### config.mk
export PLATFORM = sky130hd
export DESIGN_NAME = lcd_hd44780_responder
export DESIGN_NICKNAME = d
export VERILOG_FILES = /design/src/rtl/lcd_hd44780_responder.sv
export SDC_FILE = /design/constraint.sdc
export NUM_CORES = 1
export LEC_CHECK = 0
export CORE_UTILIZATION = 45
export CTS_CLUSTER_DIAMETER = 100
export DETAILED_ROUTE_END_ITERATION = 8
export GPL_ROUTABILITY_DRIVEN = 0
export PLACE_DENSITY_LB_ADDON = 0.05
export SLEW_MARGIN = 10
export SYNTH_ARGS = -nofsm -noshare
export SYNTH_HDL_FRONTEND = slang
export SYNTH_SLANG_ARGS = --single-unit
### constraint.sdc
create_clock -name clk -period 10.3 [get_ports clk]
set_input_delay 1.03 -clock clk [delete_from_list [all_inputs] [get_ports clk]]
set_output_delay 1.03 -clock clk [all_outputs]
set_load 0.01 [all_outputs]
### src/rtl/lcd_hd44780_responder.sv
// HD44780 bus responder: decodes writer transactions into a 2x16
// character mirror with busy timing, status flags and read-back.
module lcd_hd44780_responder #(
  parameter int BUSY_SHORT = 2000,
  parameter int BUSY_LONG  = 76000
) (
  input  logic       clk,
  input  logic       reset,
  input  logic [7:0] data,
  input  logic       rs,
  input  logic       rw,
  input  logic       en,
  output logic [7:0] bus_out,
  output logic       bus_oe,
  input  logic [4:0] rd_addr,
  output logic [7:0] rd_char,
  output logic [4:0] cursor,
  output logic       busy,
  output logic       display_on,
  output logic       cursor_on,
  output logic       blink_on,
  output logic       two_line,
  output logic       overrun,
  output logic       addr_err
);

  localparam int MAXB = (BUSY_LONG > BUSY_SHORT) ? BUSY_LONG : BUSY_SHORT;
  localparam int CW = $clog2(MAXB + 1);
  localparam logic [CW-1:0] SHORT_C = CW'(BUSY_SHORT);
  localparam logic [CW-1:0] LONG_C  = CW'(BUSY_LONG);

  typedef enum logic {S_IDLE, S_SWEEP} state_t;

  state_t         state_q, state_d;
  logic [4:0]     swp_q, swp_d;
  logic           en_q, en_d;
  logic           rs_q, rs_d;
  logic           rw_q, rw_d;
  logic [7:0]     dat_q, dat_d;
  logic [4:0]     cur_q, cur_d;
  logic           id_q, id_d;
  logic [CW-1:0]  cnt_q, cnt_d;
  logic           dsp_q, dsp_d;
  logic           con_q, con_d;
  logic           blk_q, blk_d;
  logic           two_q, two_d;
  logic           ovr_q, ovr_d;
  logic           aerr_q, aerr_d;
  logic [7:0]     mem_q [32];
  logic [7:0]     mem_d [32];

  logic       strobe;
  logic [6:0] ddr_a;
  logic       ddr_ok;
  logic [4:0] ddr_cur;

  assign strobe  = en_q && !en;
  assign busy    = (cnt_q != '0);
  assign ddr_a   = dat_q[6:0];
  assign ddr_ok  = (ddr_a[6:4] == 3'b000) || (ddr_a[6:4] == 3'b100);
  assign ddr_cur = {ddr_a[6], ddr_a[3:0]};

  always_comb begin
    en_d    = en;
    rs_d    = rs_q;
    rw_d    = rw_q;
    dat_d   = dat_q;
    state_d = state_q;
    swp_d   = swp_q;
    cur_d   = cur_q;
    id_d    = id_q;
    cnt_d   = cnt_q;
    dsp_d   = dsp_q;
    con_d   = con_q;
    blk_d   = blk_q;
    two_d   = two_q;
    ovr_d   = ovr_q;
    aerr_d  = aerr_q;
    mem_d   = mem_q;
    if (en) begin
      rs_d  = rs;
      rw_d  = rw;
      dat_d = data;
    end
    if (busy) cnt_d = cnt_q - CW'(1);
    if (state_q == S_SWEEP) begin
      mem_d[swp_q] = 8'h20;
      swp_d = swp_q + 5'd1;
      if (swp_q == 5'd31) state_d = S_IDLE;
    end
    // status reads bypass the busy check entirely
    if (strobe && !(rw_q && !rs_q)) begin
      if (busy) begin
        ovr_d = 1'b1;
      end else begin
        cnt_d = SHORT_C;
        if (rs_q) begin
          if (!rw_q) mem_d[cur_q] = dat_q;
          cur_d = id_q ? cur_q + 5'd1 : cur_q - 5'd1;
        end else begin
          unique casez (dat_q)
            8'b1???????: begin
              if (ddr_ok) cur_d = ddr_cur;
              else aerr_d = 1'b1;
            end
            8'b01??????: aerr_d = 1'b1;
            8'b001?????: two_d = dat_q[3];
            8'b0001????: begin
              if (!dat_q[3])
                cur_d = dat_q[2] ? cur_q + 5'd1 : cur_q - 5'd1;
            end
            8'b00001???: begin
              dsp_d = dat_q[2];
              con_d = dat_q[1];
              blk_d = dat_q[0];
            end
            8'b000001??: id_d = dat_q[1];
            8'b0000001?: begin
              cur_d = 5'd0;
              cnt_d = LONG_C;
            end
            8'b00000001: begin
              mem_d[0] = 8'h20;
              swp_d    = 5'd1;
              state_d  = S_SWEEP;
              cur_d    = 5'd0;
              id_d     = 1'b1;
              cnt_d    = LONG_C;
            end
            default: ;
          endcase
        end
      end
    end
  end

  always_ff @(posedge clk or posedge reset) begin
    if (reset) begin
      state_q <= S_IDLE;
      swp_q   <= 5'd0;
      en_q    <= 1'b0;
      rs_q    <= 1'b0;
      rw_q    <= 1'b0;
      dat_q   <= 8'h00;
      cur_q   <= 5'd0;
      id_q    <= 1'b1;
      cnt_q   <= '0;
      dsp_q   <= 1'b0;
      con_q   <= 1'b0;
      blk_q   <= 1'b0;
      two_q   <= 1'b0;
      ovr_q   <= 1'b0;
      aerr_q  <= 1'b0;
      for (int i = 0; i < 32; i++) mem_q[i] <= 8'h20;
    end else begin
      state_q <= state_d;
      swp_q   <= swp_d;
      en_q    <= en_d;
      rs_q    <= rs_d;
      rw_q    <= rw_d;
      dat_q   <= dat_d;
      cur_q   <= cur_d;
      id_q    <= id_d;
      cnt_q   <= cnt_d;
      dsp_q   <= dsp_d;
      con_q   <= con_d;
      blk_q   <= blk_d;
      two_q   <= two_d;
      ovr_q   <= ovr_d;
      aerr_q  <= aerr_d;
      mem_q   <= mem_d;
    end
  end

  always_comb begin
    bus_out = 8'h00;
    if (en && rw)
      bus_out = rs ? mem_q[cur_q]
                   : {busy, cur_q[4], 2'b00, cur_q[3:0]};
  end

  assign bus_oe     = en && rw;
  assign rd_char    = mem_q[rd_addr];
  assign cursor     = cur_q;
  assign display_on = dsp_q;
  assign cursor_on  = con_q;
  assign blink_on   = blk_q;
  assign two_line   = two_q;
  assign overrun    = ovr_q;
  assign addr_err   = aerr_q;

endmodule

==> results of run 1 <==
## path summary, 6_finish.rpt
| kind | depth (start not counted) | startpoint | end | slack (ns) |
|---|---|---|---|---|
| max | 6 | cursor[0]$_DFFE_PP0P_ | bus_out[2] | 4.85 |
| min | 1 | addr_err$_DFFE_PP0P_ | addr_err$_DFFE_PP0P_ | 0.46 |
| max reg2reg | 7 | cursor[0]$_DFFE_PP0P_ | mem_q[254]$_DFF_PP0_ | 5.87 |
| min reg2reg | 1 | addr_err$_DFFE_PP0P_ | addr_err$_DFFE_PP0P_ | 0.46 |
| max in group asynchronous | 3 | reset | mem_q[34]$_DFF_PP0_ | 7.80 |
| min in group asynchronous | 2 | reset | cnt_q[12]$_DFF_PP0_ | 0.97 |
## stage by stage
step                      area (um2)  power [mW]  util (%)  cells
after floorplan                18000        1.40         -   1792
after global placement         18600        1.48      47.7   2237
after detailed placement       18600        1.48      47.7   2237
after CTS                      19800        2.79      50.8   2301
after global routing           19800        2.86      50.8   2301
final                          19800        2.77      50.8   2301
## state kept, by name, summed over array words and instances, names as in the netlist
name,count
dat_q,8
overrun,1
state_q,1
id_q,1
en_q,1
cnt_q,17
addr_err,1
cursor,5
rs_q,1
rw_q,1
blink_on,1
swp_q,5
mem_q,256
two_line,1
cursor_on,1
display_on,1
## cells by family after synthesis
group / count (synthesis) / synth area share, %
adder cells (fa/ha/maj): 13 / 0.904
XOR/XNOR: 16 / 0.779
AND/OR/NAND/NOR: 691 / 19.8
AO/OA/AOI/OAI: 376 / 11.8
multiplexers: 233 / 20.3
flip-flops: 302 / 42.2
buffers and inverters: 161 / 4.18
## layout by cell type, fill, tap and decap left out, drive strengths merged, types with 4 or more instances in the layout
| cell | Yosys | routed |
|---|---|---|
| a22o | 8 | 8 |
| o2111ai | 4 | 4 |
| nor2 | 31 | 31 |
| xnor2 | 8 | 8 |
| nor2b | 8 | 8 |
| clkinv | 1 | 5 |
| o21a | 9 | 9 |
| inv | 15 | 15 |
| o22ai | 30 | 30 |
| nor3 | 10 | 10 |
| clkdlybuf4s50 | 0 | 44 |
| nand2 | 504 | 504 |
| nor3b | 5 | 5 |
| nand3 | 29 | 29 |
| buf | 80 | 28 |
| nor4b | 5 | 5 |
| nand4 | 6 | 6 |
| dfrtp | 269 | 269 |
| o21ai | 233 | 233 |
| mux2 | 13 | 13 |
| mux2i | 116 | 116 |
| or3 | 5 | 5 |
| clkbuf | 65 | 54 |
| xor2 | 8 | 8 |
| or4b | 5 | 5 |
| nand2b | 10 | 10 |
| dfstp | 33 | 33 |
| a21oi | 42 | 42 |
| a31oi | 7 | 7 |
| nor4 | 47 | 47 |
| a211oi | 8 | 8 |
| ha | 13 | 13 |
| and3 | 6 | 6 |
| and2 | 6 | 6 |
| mux4 | 104 | 104 |
| a22oi | 12 | 12 |
## routing by layer
layer  global-route usage [%]  vias to the layer above
li1                         -                     6366
met1                     46.4                     7219
met2                     46.2                      794
met3                     6.40                      135
met4                     12.0                        0
met5                        0                        -
## area by class of cell
| type | count | area share [%] |
|---|---|---|
| Inverter | 16 | 0.341 |
| Timing Repair Buffer | 72 | 3.27 |
| Tap cell | 518 | 3.27 |
| Sequential cell | 302 | 38.4 |
| Multi-Input combinational cell | 1329 | 48.7 |
| Clock buffer | 54 | 5.30 |
| Clock inverter | 10 | 0.670 |
## where the power goes
part           switching, mW  internal (mW)  leakage (nW)
Sequential            0.0304           1.21          2.90
Combinational          0.154         0.0671          4.99
Clock                  0.528          0.780         0.571
Total                  0.713           2.06          8.46
## worst max-delay path: stages (launching register included)
cell and delay [ns]:
dfrtp_4 1.05, buf_4 0.84, mux4_2 0.62, a22o_1 0.28, a31oi_1 0.31, a21oi_1 0.15, clkdlybuf4s50_1 0.50
## Yosys cell counts (9+ instances only)
master | n | area [um2]
nand2b_1 | 10 | 62.6
mux2i_1 | 116 | 1160
buf_4 | 17 | 128
nor4_4 | 32 | 681
a21oi_1 | 42 | 210
inv_1 | 15 | 56.3
o21a_1 | 9 | 67.6
o21ai_1 | 38 | 190
ha_1 | 13 | 163
nand2_1 | 502 | 1880
dfrtp_1 | 269 | 6730
clkbuf_1 | 65 | 244
dfstp_2 | 33 | 867
o22ai_1 | 30 | 188
a22oi_1 | 12 | 90.1
mux2_2 | 13 | 146
buf_1 | 11 | 41.3
buf_2 | 49 | 245
nor4_1 | 13 | 81.3
nor2_1 | 31 | 116
nand3_1 | 28 | 140
mux4_2 | 104 | 2340
o21ai_0 | 195 | 976
==> results.md, run 1 <==
* Wire per inst at 27.5 um
* Crit path arrival time at 4.42 ns
* Register area at ~0.0076 mm2
* ANT cells at 0
* CORE AREA at 0.0390 mm2
* Area grow syn2layout at 9.99%
* CTS Root Cell: clkbuf_16
* Pre-CTS setup slack at 5.20 ns
* Synthesis-stage register bit count at 302
* Port Buffers at 46
* Post-synth EDFFs at 0
* Fin crit share at 52.9%
* CTS buffer count at 37
* Fillers at 3,555
* Fin Setup TNS at 0 ns
* Clock slew at reported path FFs at roughly 0.06 ns
* Vias per inst at 6.31
* First-pass GRT wire length at approximately 95,000 um
* IO Count at 47
* Share of cells above drive strength 1 at approximately 16%
* Clock Sinks at 302
* Tmin final at 5.45 ns
* # rows at 72
* Post-CTS Resized at 0
* Worst-Margin Slew at 1.18 ns
* CTS tree: done
* Pre-Repair DR Iteration Count at 5
* Syn Inst Count at 1,792
* PnR worst setup slack at just under 5 ns
* Syn Area/Cell at 10.0 um2
* Uppermost layer routed: met4
* Number of warnings issued by yosys at 0
* Post-synthesis sequential area ratio at a little over two fifths
* Final setup viols at 0
* Final count of hold timing violations at 0
* Initial drt markers at 1,756
* Die H at ~200 um
* Latest clock arrival within the worst-skew pair at between 0.5 and 0.6 ns
* Die Wd at between 200 and 250 um
* Hold_ws at 0.460 ns
* CP max FO at 53
* Status: complete, no violations
* Hold Crit Class: reg -> reg
* DP HPWL at around 42,000 um
* Synth cell types at between 60 and 70
* Power Density at 140 mW/mm2
* RSZ-0062 raised after global routing: false
* LEAKAGE at 8.46 nW
* Final slew viol count at 0
* CP Launch Type: flip-flop
* Vias in the first global route at 13,800
* Wire length on met3 at 6000 um
* VDD IR max at between 0.0001 and 0.00015 V
* Nets at between 1,500 and 2,000
* Prevailing post-synth register cell: dfrtp_1
* Post-DRT Antenna Nets at 0
* Syn Nets at 1,823
* Fin Clk Skew at approximately 0.013 ns
* H-tree depth at 2
* Max-slew headroom at between 20 and 25%
* Routed wl met2 at 27,500 um
* Ys async rst share at 100%
* Largest net degree at the start of global routing at 101
* Max-cap violations at 0
* WL met1 at between 20,000 and 30,000 um
* DRC Markers at 0
* Routed via count at 14,500
* Initial antenna violation count at 0
* Kind of critical path: reg -> out
* Die area at 0.0408 mm2
* Final wirelength at 63,400 um
* CP Data Required Time at between 9 and 10 ns
* Max Freq at approximately 0.18 GHz
* Starting Density at 46.1%
* Total gr overflow at 0
* Setup Fix Bufs, Post-CTS at 0
* Max clock buf depth at 3
* Area of the multi-input gates at 0.00965 mm2
* Tot GR Track Use at around a third
* Post-synthesis cell area at 0.0180 mm2
* Setup crit end kind: output pin
* Hold_buf cts at 0
Power figures use the tool's default switching activity.
==> inputs of run 2 (changes only) <==
==> constraint.sdc (replaced) <==
create_clock -name clk -period 5.7 [get_ports clk]
set_input_delay 0.57 -clock clk [delete_from_list [all_inputs] [get_ports clk]]
set_output_delay 0.57 -clock clk [all_outputs]
set_load 0.01 [all_outputs]
==> results.md, run 2 (synthesized netlist as in run 1, its figures left out) <==
* Status: complete, no violations
* CORE AREA at 0.0390 mm2 (unchanged)
* Clock Sinks at 302 (unchanged)
* Final slew viol count at 0 (unchanged)
* Post-DRT Antenna Nets at 0 (unchanged)
* Uppermost layer routed: met4
* Nets at 1,796 (+0.39%)
* Seq pwr share at 42.5% (-2.2 points)
* Area grow syn2layout at 11.5%
* VDD IR max at 0.000178 V (+58%)
* Max-cap violations at 0 (unchanged)
* Top reg by flops: mem_q
* Die H at 202 um (unchanged)
* Clock slew at reported path FFs at 0.06 ns (about the same)
* Crit path buf inv count at 1 (-1)
* Final count of hold timing violations at 0 (unchanged)
* Tmin final at 4.40 ns
* DRC Markers at 0 (unchanged)
* # rows at 72 (unchanged)
* Tot GR Track Use at 31.9% (+0.26 points)
* Crit path arrival time at 3.83 ns (-0.59 ns)
* Clock power share at 50.0% (+2.7 points)
* Fin crit share at 77.1%
* CTS buffer count at 38 (+2.7%)
* Final wirelength at 63,400 um (about the same)
* Wire length on met3 at 5450 um (-9.2%)
* Share of cells above drive strength 1 at 16.9% (+0.90 points)
* Most common cell after layout, fill and taps aside: nand2_1
* Max Freq at 0.227 GHz
* Internal power at 3.95 mW (+92%)
* Die Wd at 202 um (unchanged)
* Most frequent CP cell: o22ai_1
* Kind of critical path: reg -> out
* P_sw at 1.34 mW (+88%)
* Largest registers: mem_q: 256 flops, cnt_q: 17 flops, dat_q: 8 flops
* Largest net degree at the start of global routing at 156 (+54%)
* CTS Root Cell: clkbuf_16
* ANT cells at 0 (unchanged)
* DP HPWL at 43,100 um (+1.8%)
* Final core occ at 51.4% (+0.68 points)
* Fin Clk Skew at 0.0223 ns (+0.00909 ns)
* Critical-path top delay cell: dfrtp_1
* CP max FO at 24 (-55%)
* Max clock buf depth at 3 (unchanged)
* Routed via count at 14,600 (+0.35%)
* H-tree depth at 2 (unchanged)
* Worst path top cell family by delay: flip-flops
* Net Sw Frac at 25.3% (-0.45 points)
* Post-CTS Resized at 0 (unchanged)
* Setup Fix Bufs, Post-CTS at 0 (unchanged)
* RSZ-0062 raised after global routing: false
* First-pass GRT wire length at 96,500 um (+1.3%)
* CP Data Required Time at 5.13 ns (-4.14 ns)
* Initial drt markers at 1,567 (-11%)
* Max-slew headroom at 24.3% (+2.8 points)
* WL met1 at 27,400 um (-0.55%)
* Wire per inst at 27.4 um (-0.45%)
* CP cell instances: or4b_2, o22ai_1, or3_1, o22ai_1, a21oi_1, clkdlybuf4s50_1
* Most frequent cells in the layout: 502 x nand2_1, 266 x dfrtp_1, 195 x o21ai_0, 116 x mux2i_1, 104 x mux4_2
* Setup crit end kind: output pin
* CP Launch Type: flip-flop
* LEAKAGE at 8.59 nW (+1.6%)
* Latest clock arrival within the worst-skew pair at 0.56 ns (about the same)
* Fin Setup TNS at 0 ns (unchanged)
* Vias per inst at 6.30 (-0.17%)
* IO Count at 47 (unchanged)
* Hold Crit Class: in -> async
* Hold_buf cts at 0 (unchanged)
* Initial antenna violation count at 0 (unchanged)
* Worst-Margin Slew at 1.13 ns (-0.0421 ns)
* Starting Density at 46.1% (unchanged)
* Port Buffers at 46 (unchanged)
* Pre-CTS setup slack at 1.63 ns (-3.57 ns)
* PnR worst setup slack at 1.30 ns (-3.55 ns)
* Die area at 0.0408 mm2 (unchanged)
* Power Density at 264 mW/mm2 (+89%)
* Pre-Repair DR Iteration Count at 5 (unchanged)
* Vias in the first global route at 14,200 (+2.8%)
* CTS tree: done
* Final setup viols at 0 (unchanged)
* Comb pwr share at 7.4% (-0.6 points)
* CP peak stage delay at 0.99 ns (-0.06 ns)
* Routed wl met2 at 28,300 um (+3.0%)
* Total gr overflow at 0 (unchanged)
* Largest register FFs at 256 (unchanged)
* Fillers at 3,493 (-1.7%)
## run 2: cell types whose count changed in the layout (fill, tap and decap cells not counted), sizes merged
cell / before / now
clkinv: 5 / 10
clkbuf: 54 / 52
bufinv: 3 / 6
inv: 15 / 14
clkinvlp: 3 / 4
buf: 28 / 34
## run 2: cell type report
class | instances | area, um2 | area share [%]
Multi-Input combinational cell | 1329 | 9650 | 48.1
Clock buffer | 52 | 1120 | 5.57
Timing Repair Buffer | 78 | 731 | 3.64
Clock inverter | 18 | 251 | 1.25
Tap cell | 518 | 648 | 3.23
Sequential cell | 302 | 7600 | 37.9
Inverter | 16 | 63.8 | 0.318
## run 2: stage by stage
step | cells | cell area [um2] | power (mW) | hold slack, ns
final | 2313 | 20100 | 5.29 | 0.390
after global routing | 2313 | 20100 | 5.46 | 0.424
after CTS | 2313 | 20100 | 5.33 | 0.388
after detailed placement | 2243 | 18700 | 2.68 | 0.452
after global placement | 2243 | 18700 | 2.68 | 0.455
after floorplan | 1792 | 18000 | 2.53 | 0.467
## run 2: routing by layer
metal | global-route usage (%) | up-vias
met5 | 0 | -
li1 | - | 6385
met3 | 5.68 | 121
met2 | 47.8 | 676
met4 | 12.2 | 0
met1 | 46.1 | 7383
## run 2: final timing paths
path | start | end | slack, ns | depth (start not counted)
max in group asynchronous | reset | mem_q[33]$_DFF_PP0_ | 4.03 | 3
setup reg to reg | cursor[0]$_DFFE_PP0P_ | mem_q[74]$_DFF_PP0_ | 2.15 | 6
hold reg to reg | addr_err$_DFFE_PP0P_ | addr_err$_DFFE_PP0P_ | 0.46 | 1
hold / removal | reset | cnt_q[9]$_DFF_PP0_ | 0.39 | 2
min in group clk | addr_err$_DFFE_PP0P_ | addr_err$_DFFE_PP0P_ | 0.46 | 1
setup / recovery | cursor[4]$_DFFE_PP0P_ | bus_out[2] | 1.30 | 6
## run 2: worst register-to-register path: stages (launching register included)
cell	delay, ns
dfrtp_4	0.72
buf_12	0.31
inv_1	0.35
ha_1	0.21
nand2_1	0.57
nor4_4	0.97
o21ai_0	0.23
## run 2: power by group through the flow
stage	Combinational, mW	Clock, mW	Sequential [mW]
detailed placement	0.389	0	2.29
CTS	0.392	2.69	2.25
global placement	0.387	0	2.29
global route	0.421	2.78	2.26
floorplan	0.264	0	2.26
finish	0.392	2.65	2.25
==> RTL change: new RTL, config.mk and constraints of run 2 <==
`dat_q` no longer has a reset.
--- a/src/rtl/lcd_hd44780_responder.sv
+++ b/src/rtl/lcd_hd44780_responder.sv
@@ -142,5 +142,4 @@
       rs_q    <= 1'b0;
       rw_q    <= 1'b0;
-      dat_q   <= 8'h00;
       cur_q   <= 5'd0;
       id_q    <= 1'b1;
@@ -159,5 +158,4 @@
       rs_q    <= rs_d;
       rw_q    <= rw_d;
-      dat_q   <= dat_d;
       cur_q   <= cur_d;
       id_q    <= id_d;
@@ -171,4 +169,8 @@
       mem_q   <= mem_d;
     end
+  end
+
+  always_ff @(posedge clk) begin
+    dat_q <= dat_d;
   end
 
Check against the original RTL: same outputs for any inputs over 4 cycles, from zero or initial values and one cycle with reset high; that may be too few to reach the edited logic, so the function may still have changed.
==> RTL change against run 2 <==
- cell area increased by 2.3%
- power decreased by 5.9%
- critical path depth unchanged
- wire length increased by 4.4%
- synthesized area increased by 2.8%
- worst setup slack got worse by 0.25 ns
- critical endpoint is now bus_out[6]
- sequential cell count unchanged
- clock power decreased by 9.4%
- highest routed layer unchanged
==> RTL change: results (changes against run 2) <==
cts_buffers: 37  # -2.6%
r2r_setup_slack_ns: 2.01  # -0.14 ns
synthTopCellsByArea: "dfrtp_1 (35%), mux4_2 (13%), nand2_1 (10%)"
place_ws_ns: 1.72  # +0.0903 ns
nFillCells: 3624  # +3.8%
max-vdd-ir-drop_mv: 0.169  # -5.2%
p_leak_nw: 8.88  # +3.3%
hpwl_um: 45100  # +4.7%
yosysUniqueCellTypes: 80  # +16%
first_pass_iters: 7  # +2
cp_data_arrival_time_ns: 4.07  # +0.24 ns
viasPerCell: 6.36  # +1.0%
async_flop_share_pct: 97.4  # -2.6 points
synthMuxAreaShare_pct: 19.0  # -1.3 points
status: "complete, no violations"
reg2reg_to: "mem_q[71]"
wirelength_um: 66200  # +4.4%
syn-num-nets: 1829  # +0.33%
slew_violations: 0  # unchanged
synthAdderAreaFrac_pct: 0.879  # -0.025 points
track_usage_pct: 32.6  # +0.61 points
tightestPinTransition_ns: 1.39  # +0.262 ns
synth_compound_area_share_pct: 13.0  # +1.2 points
worst_hold_path_type: "reg -> reg"
critPathTopFamily: "simple AND/OR/NAND/NOR gates"
ys_seq_area_share_pct: 41.3  # -0.95 points
drive_above_1_share_pct: 20.9  # +4.0 points
detail_route.wl_per_cell_um: 28.2  # +2.9%
grt_max_degree: 140  # -10%
cp_max_fo: 19  # -21%
drtIter0Drc: 1686  # +7.6%
avgSynthCellArea_sq_um: 10.3  # +2.5%
grt_pass1_vias: 14300  # +0.58%
synth-xor-area-share_pct: 0.852  # +0.073 points
synth.top_cells.by_count: "nand2_1 (504), dfrtp_1 (261), o21ai_1 (163)"
grt_pass1_wl_um: 99000  # +2.5%
dp_cells: 2278  # +1.6%
[RTL change: changes by cell type after synthesis, moves of 13 or more]
cell / change
mux2i_1: -38
nand3_1: -15
nand2b_1: +14
mux2_2: +13
o21ai_0: -168
nor2_8: +13
o21ai_1: +125
o21ai_2: +55
o22ai_1: -13
buf_2: -37
[RTL change: stage by stage]
stage                     power [mW]  hold WS [ns]  util (%)  area, sq um
after floorplan                 2.48         0.433         -        18500
after global placement          2.61         0.461      48.1        19300
after detailed placement        2.61         0.454      48.1        19300
after CTS                       5.02         0.472      51.1        20500
after global routing            5.14         0.502      51.1        20500
final                           4.98         0.470      51.1        20500
[RTL change: worst register-to-register path: cells and delay by family (launching register included)]
| family | cells | cell delay, ns |
|---|---|---|
| AOI/OAI and AO/OA | 1 | 0.11 |
| and+or+nand+nor | 3 | 1.52 |
| adders and majority gates | 1 | 0.45 |
| DFF | 1 | 1.07 |
| buffers and inverters | 1 | 0.41 |
[RTL change: worst max-delay path by stage]
stage               startpoint         end  slack, ns  cells past startpoint
finish               cursor[2]  bus_out[6]       1.06                      6
global route         cursor[0]  bus_out[6]       0.96                      8
CTS                  cursor[0]  bus_out[6]       1.14                      8
detailed placement  rd_addr[0]  rd_char[5]       1.72                      7
global placement     cursor[2]  bus_out[6]       1.72                      6
floorplan                reset    addr_err       1.25                      1
[RTL change: final cells by class]
class	count	share of cell area [%]
well taps	525	3.20
clock buffers	56	5.15
clock inverters	11	0.713
repair buffers	76	3.49
multi-input cells	1362	50.0
inverters	13	0.256
flip-flops and latches	302	37.2
[RTL change: per-layer routing]
layer	vias up	track usage (%)	wire, um
met2	825	46.4	28200
li1	6485	-	-
met3	146	7.35	6650
met5	-	0	0
met1	7458	47.3	28600
met4	0	13.7	2770
[RTL change: report_power, final]
group / leakage (nW) / switching, mW / internal, mW
Sequential: 2.89 / 0.0384 / 2.19
Clock: 0.582 / 0.983 / 1.42
Combinational: 5.40 / 0.239 / 0.112
Total: 8.88 / 1.26 / 3.72
[RTL change: logic make-up after synthesis]
family,after synthesis
multiplexers,216
adder cells (fa/ha/maj),13
AO/OA/AOI/OAI,382
XOR/XNOR,18
buffers and inverters,134
flip-flops,302
AND/OR/NAND/NOR,733
